[config.mk]
export PLATFORM = sky130hd
export DESIGN_NAME = mc_ctrl
export DESIGN_NICKNAME = d
export VERILOG_FILES = /design/src/rtl/mc_ctrl.sv
export SDC_FILE = /design/constraint.sdc
export NUM_CORES = 1
export LEC_CHECK = 0
export CORE_MARGIN = 1
export CORE_UTILIZATION = 40
export CTS_CLUSTER_DIAMETER = 60
export CTS_CLUSTER_SIZE = 24
export DETAILED_ROUTE_END_ITERATION = 7
export GPL_TIMING_DRIVEN = 1
export PLACE_DENSITY = 0.87
export SLEW_MARGIN = 20
export SYNTH_ARGS = -nofsm -noshare
export SYNTH_HDL_FRONTEND = slang
export SYNTH_SLANG_ARGS = --single-unit
[constraint.sdc]
create_clock -name clk -period 1.8 [get_ports clk]
set_input_delay 0.36 -clock clk [delete_from_list [all_inputs] [get_ports clk]]
set_output_delay 0.36 -clock clk [all_outputs]
set_load 0.005 [all_outputs]
[src/rtl/mc_ctrl.sv]
// mc_ctrl: multi-cycle RV32I control FSM sequencing one shared req/ready memory port.
// Optional macro ILLEGAL_TRAP_EN: unknown opcodes park the FSM in TRAP and raise a sticky illegal flag.
module mc_ctrl #(
    parameter int CNT_W = 32
) (
    input  logic             clk,
    input  logic             reset,
    input  logic [31:0]      ir,
    input  logic             alu_zero,
    input  logic             mem_ready,
    output logic             mem_req,
    output logic             mem_we,
    output logic             iord,
    output logic             ir_we,
    output logic             pc_we,
    output logic             pc_src,
    output logic [2:0]       imm_sel,
    output logic             alu_src_b,
    output logic [1:0]       alu_op,
    output logic             rf_we,
    output logic [1:0]       wd_sel,
    output logic [CNT_W-1:0] instret
`ifdef ILLEGAL_TRAP_EN
   ,output logic             illegal
`endif
);

    localparam logic [6:0] OP_LOAD   = 7'b0000011;
    localparam logic [6:0] OP_STORE  = 7'b0100011;
    localparam logic [6:0] OP_BRANCH = 7'b1100011;
    localparam logic [6:0] OP_JAL    = 7'b1101111;
    localparam logic [6:0] OP_JALR   = 7'b1100111;
    localparam logic [6:0] OP_IMM    = 7'b0010011;
    localparam logic [6:0] OP_REG    = 7'b0110011;
    localparam logic [6:0] OP_LUI    = 7'b0110111;
    localparam logic [6:0] OP_AUIPC  = 7'b0010111;

    typedef enum logic [3:0] {
        FETCH, DECODE, EXEC, WB_ALU, ADDR, MEM_RD, MEM_WR, WB_MEM, BRANCH, JUMP, TRAP
    } state_t;

    state_t     state;
    state_t     next_state;
    logic       run;
    logic       retire;
    logic [6:0] opcode;
    logic       unused_ir;

    assign opcode    = ir[6:0];
    assign unused_ir = ^{ir[31:13], ir[11:7]};

    // run holds FETCH idle for one cycle after reset so mem_req rises only once reset is gone
    always_ff @(posedge clk) begin
        if (reset) begin
            state   <= FETCH;
            run     <= 1'b0;
            instret <= '0;
        end else begin
            state <= next_state;
            run   <= 1'b1;
            if (retire) begin
                instret <= instret + CNT_W'(1);
            end
        end
    end

`ifdef ILLEGAL_TRAP_EN
    always_ff @(posedge clk) begin
        if (reset) begin
            illegal <= 1'b0;
        end else if (next_state == TRAP) begin
            illegal <= 1'b1;
        end
    end
`endif

    always_comb begin
        imm_sel = 3'd0;
        case (opcode)
            OP_LOAD, OP_IMM, OP_JALR: imm_sel = 3'd0;
            OP_STORE:                 imm_sel = 3'd1;
            OP_BRANCH:                imm_sel = 3'd2;
            OP_LUI, OP_AUIPC:         imm_sel = 3'd3;
            OP_JAL:                   imm_sel = 3'd4;
            default:                  imm_sel = 3'd0;
        endcase
    end

    always_comb begin
        next_state = state;
        mem_req    = 1'b0;
        mem_we     = 1'b0;
        iord       = 1'b0;
        ir_we      = 1'b0;
        pc_we      = 1'b0;
        pc_src     = 1'b0;
        alu_src_b  = 1'b0;
        alu_op     = 2'd0;
        rf_we      = 1'b0;
        wd_sel     = 2'd0;
        retire     = 1'b0;
        case (state)
            FETCH: begin
                if (run) begin
                    mem_req = 1'b1;
                    if (mem_ready) begin
                        ir_we      = 1'b1;
                        pc_we      = 1'b1;
                        next_state = DECODE;
                    end
                end
            end
            DECODE: begin
                case (opcode)
                    OP_REG, OP_IMM, OP_LUI, OP_AUIPC: next_state = EXEC;
                    OP_LOAD, OP_STORE:                next_state = ADDR;
                    OP_BRANCH:                        next_state = BRANCH;
                    OP_JAL:                           next_state = JUMP;
`ifdef ILLEGAL_TRAP_EN
                    default:                          next_state = TRAP;
`else
                    default:                          next_state = FETCH;
`endif
                endcase
            end
            EXEC: begin
                alu_src_b  = (opcode == OP_IMM) || (opcode == OP_LUI) || (opcode == OP_AUIPC);
                alu_op     = (opcode == OP_LUI) ? 2'd3 : 2'd2;
                next_state = WB_ALU;
            end
            WB_ALU: begin
                rf_we      = 1'b1;
                retire     = 1'b1;
                next_state = FETCH;
            end
            ADDR: begin
                alu_src_b  = 1'b1;
                next_state = (opcode == OP_STORE) ? MEM_WR : MEM_RD;
            end
            MEM_RD: begin
                mem_req = 1'b1;
                iord    = 1'b1;
                if (mem_ready) begin
                    next_state = WB_MEM;
                end
            end
            MEM_WR: begin
                mem_req = 1'b1;
                iord    = 1'b1;
                mem_we  = 1'b1;
                if (mem_ready) begin
                    retire     = 1'b1;
                    next_state = FETCH;
                end
            end
            WB_MEM: begin
                rf_we      = 1'b1;
                wd_sel     = 2'd1;
                retire     = 1'b1;
                next_state = FETCH;
            end
            // bit 12 of funct3 separates beq (0) from bne (1)
            BRANCH: begin
                alu_op     = 2'd1;
                pc_we      = alu_zero ^ ir[12];
                pc_src     = 1'b1;
                retire     = 1'b1;
                next_state = FETCH;
            end
            JUMP: begin
                rf_we      = 1'b1;
                wd_sel     = 2'd2;
                pc_we      = 1'b1;
                pc_src     = 1'b1;
                retire     = 1'b1;
                next_state = FETCH;
            end
`ifdef ILLEGAL_TRAP_EN
            TRAP: begin
                next_state = TRAP;
            end
`endif
            default: begin
                next_state = FETCH;
            end
        endcase
    end

endmodule

# Yosys cells after proc, flatten, opt, wreduce, memory -nomap -nowiden
# Cells that the tools add are included.
[word_totals]
elab_cells = 61
in_bits = 36
reg_bits = 37
[op_classes]
eq_ne = 21
bitwise = 1
reduce_logical = 11
n_mux = 24
addsub = 1
[op_table]
columns = ["operator", "count"]
rows = [
  ["32-bit by 1-bit adder with 32-bit output (second input constant)", 1],
  ["4-bit one-hot mux with 6 select lines", 1],
  ["7-bit by 6-bit equality test with 1-bit output (second input constant)", 3],
  ["4-bit by 3-bit equality test with 1-bit output (second input constant)", 4],
  ["4-bit 2-to-1 mux", 4],
  ["4-bit one-hot mux with 4 select lines", 1],
  ["7-bit by 5-bit equality test with 1-bit output (second input constant)", 2],
  ["7-bit equality test (second input constant)", 2],
  ["3-bit one-hot mux with 4 select lines", 1],
  ["1-bit 2-to-1 mux", 10],
  ["4-bit by 2-bit equality test with 1-bit output (second input constant)", 2],
  ["4-bit equality test (second input constant)", 2],
  ["2-bit inequality test (second input constant)", 4],
  ["2-bit one-hot mux with 2 select lines", 2],
  ["2-bit OR reduction", 4],
  ["4-bit OR reduction", 2],
  ["7-bit by 2-bit equality test with 1-bit output (second input constant)", 1],
  ["1-bit one-hot mux with 2 select lines", 3],
  ["4-bit by 1-bit equality test with 1-bit output (second input constant)", 1],
  ["4-bit logical NOT", 1],
  ["4-bit AND reduction", 1],
  ["1-bit one-hot mux with 3 select lines", 1],
  ["3-bit OR reduction", 1],
  ["1-bit logical OR", 2],
  ["other kinds (2)", 2],
]

# Depth between registers and ports, before layout
[depth]
depth_word = 4
ltp_mapped = 7
ltp_nobuf = 5

# Least setup slack after synthesis
# OpenSTA, ideal clock, no wires.
[synth_timing]
kind = "flip-flop to flip-flop"
from = "register instret[0]"
to = "register instret[24]"
path_buffers = 1
path_stages_with_launch = 7
required_time_ns = 1.677
arrival_time_ns = 1.643
path_slack_ns = 0.033
setup_time_ns = 0.123
path_cell_list = "dfxtp_1 > ha_1 > and2_1 > nand4_1 > buf_2 > nor4b_2 > mux2_1"
[synth_between]
elab_chain_cells = 1
[synth_lines]
columns = ["element", "line_no", "rtl"]
rows = [
  ["from (decl)", "22", "output logic [CNT_W-1:0] instret"],
  ["from (signal assigned)", "62", "instret <= instret + CNT_W'(1);"],
  ["32-bit by 1-bit adder with 32-bit output", "62", ""],
]
# No other way between the ends.
# A chain may end at the register's enable or synchronous reset.

# Final worst setup path
[layout_timing]
from = "register instret[11]"
to = "register instret[30]"
# The elaborated chain is that of the path after synthesis.

==> results.md <==
* Run status: finished, violations left
* Failing checks: setup timing
* CTS tree: yes
* P_sw at 0.400 mW
* Ys async rst share at 0%
* Cell Pwr Density at between 400 and 500 nW/um^2
* Placed cell areas at between 3000 and 4000 sq um
* Net count after synthesis at between 300 and 400
* Overall power at 1.75 mW
* # fillers at slightly below 300
* Worst setup SP type: flop
* Placer Congestion at 0.863
* Via density at roughly 6.1
* Setup Skew at slightly below 0.006 ns
* Worst skew pair latency at slightly below 0.3 ns
* Synth Instances at 272
* Syn Area/Cell at 8.24 sq um
* Flop pwr share at 46.8%
* Fmax at roughly 0.54 GHz
* Sw Ratio at 22.8%
* Met3 wire length at just under 600 microns
* Cell-internal power at between 1 and 1.5 mW
* Global-route wire length before repair at roughly 13000 microns
* Tot GR Track Use at between 20% and 30%
* Wire length on met1 at 3410 microns
* Inst Count DP at approximately 440
* P&R area growth vs syn at 81.7%
* # hold bufs at CTS at 0
* Fin cells at around 470
* Netlist cell types at 49
* Register area at 768 sq um
* Antenna cell count at 0
* CTS Buf Count at 5
* Power share of the combinational group at 9.9%
* Number of flops mapped to enable cells by yosys at 0
* I/O Buffers at 58
* YS warnings at 0
* Final WL at roughly 9000 microns
* WHS at 0.523 ns
* Worst-margin pin slew at ~0.42 ns
* Clock share of power at between 40% and 50%
* Final Hold Viols at 0
* Synth area leaders: dfxtp_1, a21oi_1, o31ai_1, or4_1, mux2_1
* Number of global-route vias before repair at between 2000 and 3000
* Footprint of the multi-input gates at ~1800 sq um
* Synth top area share at between 30% and 40%
* R2r endpoint: instret[30]$_SDFFE_PP0P_
* DR WL/cell at 19.1 microns
* CTS H-tree lvls at 2
* RR Startpoint: instret[11]$_SDFFE_PP0P_
* Row count at 26
* Die ar. at ~6000 sq um
* Pre-Repair DR Iteration Count at 5
* Root Buffer Master: clkbuf_8
* Die width at roughly 77 microns
* Seq/Total Area, Yosys at 33.1%
* Residual DRC count at 0
* Number of cells on the worst reg-to-reg path at 6
* Mapped Area at roughly 2200 sq um
* DP HPWL at roughly 4600 microns
* GR Overflow Total at 0
* Most frequent cells in the layout: buf_4, clkdlybuf4s50_1, dfxtp_1
* Drt initial violations at 134
* Seq cells post-synth at 37
* Min-delay worst type: input pin to flop
* ANT nets after route at 0
* Starting density of the core at between 40% and 50%
* Worst Setup Path Type: flop to flop
* Leakage at about 1.7 nW
* Period utilization at 103%
* Final worst slack at -0.0625 ns
* Leading cell type in the layout, fill and taps excluded: buf_4
* Initial antenna violation count at 0
* Rel. slew slack at 71.8%
* Final Setup Violations at 15
* Met2 wire length at approximately 4600 microns
* Max_cap viols at 0
* Ports at between 80 and 90
* Layout cells sized above 1 at 45.9%
* Final Max Tran Viols at 0
* Crit. Startpoint: instret[11]$_SDFFE_PP0P_
* Cell taking the most area after synthesis: dfxtp_1
* Total Nets Final at roughly 440
* Top Metal Used: met4
* Pin count of the biggest net entering global routing at 46
* Post-route cell area at about 4000 sq um
* Min cycle time layout at roughly 1.9 ns
* Worst setup endpoint: instret[30]$_SDFFE_PP0P_
* Critical Path RT at slightly below 2 ns
* Clock transition at path regs at ~0.080 ns
* Peak VDD IR at roughly 470 uV
* Crit path max fanout at 6
* Critical Path AT at a little over 2 ns
* DR vias at ~2900
* Sink Count at 37
* Slack of the worst reg-to-reg path at -0.06 ns
* Fin Setup TNS at -0.536 ns
* DIE HEIGHT at between 70 and 80 microns
* RSZ-0062 raised after global routing: yes
* Core area at between 5000 and 6000 sq um
* Clock buffer depth at 2
* CP endpoint kind: flop
* Main flop type after synthesis: dfxtp_1
cell families (layout without fill, tap and decap cells):
| family | Yosys count | count (layout) | synth area share, % |
|---|---|---|---|
| AND/OR/NAND/NOR | 132 | 132 | 36.0 |
| flip-flops | 37 | 37 | 33.1 |
| XOR/XNOR | 4 | 4 | 1.56 |
| adder cells (fa/ha/maj) | 1 | 1 | 0.558 |
| buffers and inverters | 24 | 151 | 4.69 |
| multiplexers | 13 | 13 | 6.42 |
| AO/OA/AOI/OAI | 61 | 61 | 17.7 |
what timing repair did:
| item | CTS | global route |
|---|---|---|
| gates cloned | 2 | 2 |
| pin swaps | 24 | 32 |
| gates resized for setup | 86 | 78 |
| endpoints found under the setup margin | 39 | 43 |
| endpoints found under the hold margin | 0 | 0 |
| setup buffers | 7 | 7 |
cell usage after synthesis, drive strengths merged, types with 4 or more instances:
library cell	number
dfxtp	37
a21oi	23
nand2	20
nor2	19
o31ai	14
or4	14
nor2b	13
mux2	11
nand3	11
clkbuf	10
nand4	10
nor4	10
nor3	8
and4	7
buf	7
inv	7
o21ai	7
or3	6
and3	4
power by group through the flow:
stage	clock [mW]	combinational [mW]	sequential [mW]
floorplan	0	0.0610	0.841
global placement	0	0.148	0.843
detailed placement	0	0.152	0.843
CTS	0.763	0.158	0.823
global route	0.797	0.184	0.821
finish	0.761	0.173	0.820
stage by stage:
| step | utilization, % | setup WS (ns) |
|---|---|---|
| after floorplan | - | 0.0332 |
| after global placement | 63.8 | -0.765 |
| after detailed placement | 63.8 | -0.793 |
| after CTS | 71.7 | -0.236 |
| after global routing | 77.8 | -0.117 |
| final | 77.8 | -0.0625 |
sequential cells by signal, indices dropped and copies added, names as in the netlist:
name	count
state	4
instret	32
run	1
per-layer routing:
| metal | track usage, % | vias up |
|---|---|---|
| met1 | 29.2 | 1363 |
| met4 | 10.0 | 0 |
| met3 | 3.57 | 40 |
| met2 | 47.8 | 162 |
| met5 | 0 | - |
| li1 | - | 1287 |
worst max-delay path: stages, from the launching register on:
cell and delay (ns):
dfxtp_2 0.35, and4_4 0.25, buf_6 0.10, nand4_1 0.17
buf_6 0.22, nor4_4 0.31, mux2_4 0.34
cell type report:
type	instances	share of cell area [%]
multi-input combinational	211	44.0
timing repair buffer	136	31.4
sequential	37	18.9
inverter	7	0.645
clock buffer	6	2.03
clock inverter	2	0.922
tap	70	2.15
worst min path at each step:
stage	startpoint	endpoint	slack [ns]	depth (start not counted)
global placement	instret[20]$_SDFFE_PP0P_	instret[20]$_SDFFE_PP0P_	0.50	2
floorplan	instret[11]$_SDFFE_PP0P_	instret[11]$_SDFFE_PP0P_	0.48	2
detailed placement	instret[20]$_SDFFE_PP0P_	instret[20]$_SDFFE_PP0P_	0.51	2
CTS	instret[20]$_SDFFE_PP0P_	instret[20]$_SDFFE_PP0P_	0.52	2
finish	ir[2]	state[3]$_SDFFE_PP0P_	0.52	4
global route	instret[20]$_SDFFE_PP0P_	instret[20]$_SDFFE_PP0P_	0.54	2
Note: power is estimated with default switching activity, not from simulation.
